$ cat src/rtl/stage_instruction_fetch_queued.sv
// Fetch stage: credit-limited imem requester feeding a first-word-fall-through
// instruction queue; execute redirects flush the queue and drop in-flight words.
module stage_instruction_fetch_queued #(
  parameter int              XLEN         = 32,
  parameter int              ILEN         = 32,
  parameter logic [XLEN-1:0] RESET_VECTOR = '0,
  parameter int              QUEUE_DEPTH  = 4
) (
  input  logic                               clk,
  input  logic                               reset,
  input  logic                               ex_redirect,
  input  logic [XLEN-1:0]                    ex_pc_target,
  output logic                               imem_req_valid,
  input  logic                               imem_req_ready,
  output logic [XLEN-1:0]                    imem_req_addr,
  input  logic                               imem_rsp_valid,
  input  logic [ILEN-1:0]                    imem_rsp_data,
  output logic                               de_valid,
  input  logic                               de_ready,
  output logic [ILEN-1:0]                    de_instr,
  output logic [XLEN-1:0]                    de_pc,
  output logic [XLEN-1:0]                    de_pc_plus4,
  output logic [$clog2(QUEUE_DEPTH+1)-1:0]   if_queue_count
);

  localparam int CW = $clog2(QUEUE_DEPTH + 1);
  localparam int PW = $clog2(QUEUE_DEPTH);

  logic [XLEN-1:0] fetch_pc_q, fetch_pc_d;
  logic [XLEN-1:0] rsp_pc_q, rsp_pc_d;
  logic [CW-1:0]   count_q, count_d;
  logic [CW-1:0]   outst_q, outst_d;
  logic [CW-1:0]   drop_q, drop_d;
  logic [PW-1:0]   wr_q, wr_d;
  logic [PW-1:0]   rd_q, rd_d;

  logic [XLEN-1:0] pc_mem  [QUEUE_DEPTH];
  logic [ILEN-1:0] ins_mem [QUEUE_DEPTH];

  logic [CW:0]     used;
  logic            credit;
  logic            fire;
  logic            dropping;
  logic            push;
  logic            pop;
  logic [XLEN-1:0] tgt;

  assign tgt      = ex_pc_target & ~XLEN'(3);
  assign used     = {1'b0, count_q} + {1'b0, outst_q};
  assign credit   = used < (CW+1)'(QUEUE_DEPTH);
  assign dropping = drop_q != '0;

  assign imem_req_valid = !reset && !ex_redirect && credit;
  assign imem_req_addr  = fetch_pc_q;
  assign fire           = imem_req_valid && imem_req_ready;

  // A redirect discards whatever would be pushed or popped this cycle
  assign push = imem_rsp_valid && !dropping && !ex_redirect;
  assign pop  = de_valid && de_ready && !ex_redirect;

  assign de_valid       = !reset && (count_q != '0);
  assign de_instr       = ins_mem[rd_q];
  assign de_pc          = pc_mem[rd_q];
  assign de_pc_plus4    = de_pc + XLEN'(4);
  assign if_queue_count = reset ? '0 : count_q;

  always_comb begin
    fetch_pc_d = fetch_pc_q;
    rsp_pc_d   = rsp_pc_q;
    count_d    = count_q;
    drop_d     = drop_q;
    wr_d       = wr_q;
    rd_d       = rd_q;
    outst_d    = outst_q + CW'(fire) - CW'(imem_rsp_valid);
    if (ex_redirect) begin
      fetch_pc_d = tgt;
      rsp_pc_d   = tgt;
      drop_d     = outst_q - CW'(imem_rsp_valid);
      count_d    = '0;
      wr_d       = '0;
      rd_d       = '0;
    end else begin
      if (fire)
        fetch_pc_d = fetch_pc_q + XLEN'(4);
      if (imem_rsp_valid && dropping)
        drop_d = drop_q - CW'(1);
      if (push) begin
        rsp_pc_d = rsp_pc_q + XLEN'(4);
        wr_d     = wr_q + PW'(1);
      end
      if (pop)
        rd_d = rd_q + PW'(1);
      count_d = count_q + CW'(push) - CW'(pop);
    end
  end

  always_ff @(posedge clk) begin
    if (reset) begin
      fetch_pc_q <= RESET_VECTOR;
      rsp_pc_q   <= RESET_VECTOR;
      count_q    <= '0;
      outst_q    <= '0;
      drop_q     <= '0;
      wr_q       <= '0;
      rd_q       <= '0;
    end else begin
      fetch_pc_q <= fetch_pc_d;
      rsp_pc_q   <= rsp_pc_d;
      count_q    <= count_d;
      outst_q    <= outst_d;
      drop_q     <= drop_d;
      wr_q       <= wr_d;
      rd_q       <= rd_d;
    end
  end

  always_ff @(posedge clk) begin
    if (push) begin
      pc_mem[wr_q]  <= rsp_pc_q;
      ins_mem[wr_q] <= imem_rsp_data;
    end
  end

endmodule

$ cat config.mk
export PLATFORM = sky130hd
export DESIGN_NAME = stage_instruction_fetch_queued
export DESIGN_NICKNAME = d
export VERILOG_FILES = /design/src/rtl/stage_instruction_fetch_queued.sv
export SDC_FILE = /design/constraint.sdc
export NUM_CORES = 1
export LEC_CHECK = 0
export CAP_MARGIN = 20
export CORE_AREA = 2 2 198 142
export CTS_CLUSTER_DIAMETER = 60
export DETAILED_ROUTE_END_ITERATION = 6
export DIE_AREA = 0 0 200 144
export GPL_ROUTABILITY_DRIVEN = 0
export PLACE_DENSITY_LB_ADDON = 0.1
export SKIP_CTS_REPAIR_TIMING = 1
export SLEW_MARGIN = 0
export SYNTH_ARGS = -nofsm -noshare
export SYNTH_HDL_FRONTEND = slang
export SYNTH_SLANG_ARGS = --single-unit
$ cat constraint.sdc
create_clock -name clk -period 3.6 [get_ports clk]
set_input_delay 0.54 -clock clk [delete_from_list [all_inputs] [get_ports clk]]
set_output_delay 0.54 -clock clk [all_outputs]
set_load 0.01 [all_outputs]
==> out/metrics.cfg <==
[worst_setup_path]
worst_ep_arrival_time_ns = 2.96
end_kind = primary output
rrSetupSlack_ns = 1.04
path_max_fanout = 6
required_ns = 3.06
startpoint_type = register
crit_type = register to primary output

[routing]
wl_per_cell_um = 20.5
wl_um = 31900
vias = 8832
antenna_left = 0
drt-vias-per-instance = 5.67
drcViolationCount = 0
first_iter_violations = 595
dr.pass1.iters = 5

[floorplan]
die_height_um = 144
start_util_pct = 51.0
dieWidth_um = 200
rows = 51
ioPinCount = 203
fp.coreArea_mm2 = 0.0271
dieArea_mm2 = 0.0288

[placement]
dp_hpwl_um = 21600
place_area_mm2 = 0.0163
portBuffers = 194

[clock_network]
cts-root-buf = clkbuf_16
cts_max_path_buffers = 3
clk_latency_ns = 0.55
cts_buffers = 30
htree_num_levels = 1
clk_pin_slew_worst_paths_ns = 0.07
clkSinkCount = 323
cts_tree = built

[cells_and_area]
layout_commonest_cell = edfxtp_1
antenna_cells = 0
design_area_mm2 = 0.0176
areaGrowthSynthToFinish_pct = 27.3
final_cell_mix = edfxtp_1, clkdlybuf4s50_1, dfxtp_1
drive_gt1_share_pct = 15.5
layout.nets = 1254

[yosys]
synth-main-ff-cell = edfxtp_1
yosysWarnings = 0
synth_edf_count = 248
synth_area_mm2 = 0.0138
ys_seq_area_share_pct = 64.7
synth_seq_cells = 323
syn_inst = 937
synth_cell_type_count = 63
syn_avg_cell_area_um2 = 14.8
synthArstFlopShare_pct = 0

[pwr]
peakVddDrop_mv = 0.408
p_total_mw = 8.26
p_leak_nw = 5.94
p_per_area_mw_per_mm2 = 470

[grt]
grt_start_max_net_pins = 63
grt_overflow = 0
grt_pass1_wl_um = 48200
globalRouteTotalUtil_pct = 22.1
antenna_found_initial = 0
grt_pass1_vias = 8262

[sta]
fin_skew_ns = 0.0110
min_period_ns = 3.50
slew_headroom_pct = 31.1
finalMaxSlewViolations = 0
tightest_slew_ns = 1.02
period_share_pct = 97.2
finalSetupViolCount = 0
hold_viol = 0
max_freq_mhz = 286

[flow_run]
cap_violations = 0

[status]
outcome = finished clean

[hold_path]
hold_class = input pin to register

-- layer usage --
metal  vias up  global-route usage [%]  wire, µm
met5         -                       0         0
met3        40                    3.40      2010
li1       4101                       -         -
met1      4426                    32.7     14500
met4         0                    4.83       571
met2       265                    34.9     14800
-- power breakdown --
group          switching [mW]  internal (mW)  total (mW)
registers               0.111           4.15        4.26
clock network            1.31           1.88        3.19
logic                   0.401          0.415       0.816
-- worst paths after layout --
check / startpoint / endpoint / cells after the start
setup / recovery: register / de_pc_plus4[16] / 10
hold / removal: reset / outst_q[0] / 2
setup reg to reg: drop_q[0] / rsp_pc_q[29] / 7
hold reg to reg: imem_req_addr[3] / imem_req_addr[3] / 2
-- area by class of cell --
type	instances	area (µm²)
clock buffers	42	827
clock inverters	13	165
fillers	1991	9530
inverters	31	116
multi-input cells	535	4560
flip-flops and latches	323	8960
well taps	371	464
repair buffers	244	2500
-- synthesized netlist by cell type (all sizes together) (3+ instances only) --
| cell | instances | area share [%] |
|---|---|---|
| buf | 26 | 1.3 |
| nor4 | 16 | 1.0 |
| a21boi | 7 | 0.38 |
| clkbuf | 27 | 0.73 |
| o21ai | 27 | 0.98 |
| o31a | 3 | 0.19 |
| nand3 | 35 | 1.6 |
| mux2i | 4 | 0.29 |
| nand4b | 3 | 0.19 |
| xnor2 | 49 | 3.1 |
| a41oi | 3 | 0.19 |
| ha | 17 | 1.5 |
| dfxtp | 75 | 11 |
| edfxtp | 248 | 54 |
| and4 | 8 | 0.51 |
| and2 | 8 | 0.36 |
| or3 | 12 | 0.54 |
| o211ai | 3 | 0.16 |
| inv | 30 | 0.81 |
| o21a | 4 | 0.22 |
| or4 | 5 | 0.27 |
| nor2b | 6 | 0.27 |
| mux4 | 62 | 10 |
| a21oi | 20 | 0.72 |
| and3 | 17 | 0.77 |
| nor3 | 11 | 0.43 |
| nor2 | 52 | 1.4 |
| nand4 | 25 | 1.2 |
| a211oi | 14 | 0.76 |
| a31oi | 26 | 1.2 |
| xor2 | 10 | 0.63 |
| a32oi | 3 | 0.19 |
| a311oi | 5 | 0.32 |
| nand2 | 54 | 1.5 |
-- sequential cells by signal, indices dropped and copies added (netlist names), named ones only --
register,cells
count_q,3
drop_q,3
imem_req_addr,30
ins_mem,128
outst_q,3
pc_mem,120
rd_q,2
rsp_pc_q,30
wr_q,2
-- critical path, stage by stage (launching register included) --
cell and delay, ns:
dfxtp_4 0.36, buf_4 0.18, buf_4 0.14, mux4_2 0.41
buf_4 0.15, nand3_4 0.14, nor4_4 0.30, buf_4 0.20
nand2_1 0.07, xnor2_1 0.24, dlymetal6s2s_1 0.21
-- per-stage QoR --
step	cells	util, %	setup WS (ns)	hold WS, ns	setup TNS [ns]
floorplan	942	-	0.242	0.475	0
global placement	1483	60.1	0.158	0.503	0
detailed placement	1483	60.1	0.112	0.529	0
CTS	1538	63.8	-0.462	0.317	-5.11
global route	1559	64.9	-0.000951	0.358	-0.000951
finish	1559	64.9	0.102	0.331	0
-- logic make-up (layout without fill, tap and decap cells) --
| family | after synthesis | after routing | share of synthesized area (%) |
|---|---|---|---|
| AOI/OAI and AO/OA | 122 | 122 | 5.71 |
| xor gates and xnor gates | 59 | 59 | 3.74 |
| adders and majority gates | 19 | 19 | 1.83 |
| buffers and inverters | 84 | 330 | 2.83 |
| DFF | 323 | 323 | 64.7 |
| muxes | 68 | 68 | 10.6 |
| other | 1 | 6 | 0.0271 |
| and+or+nand+nor | 261 | 261 | 10.6 |
Note: power is estimated with default switching activity, not from simulation.
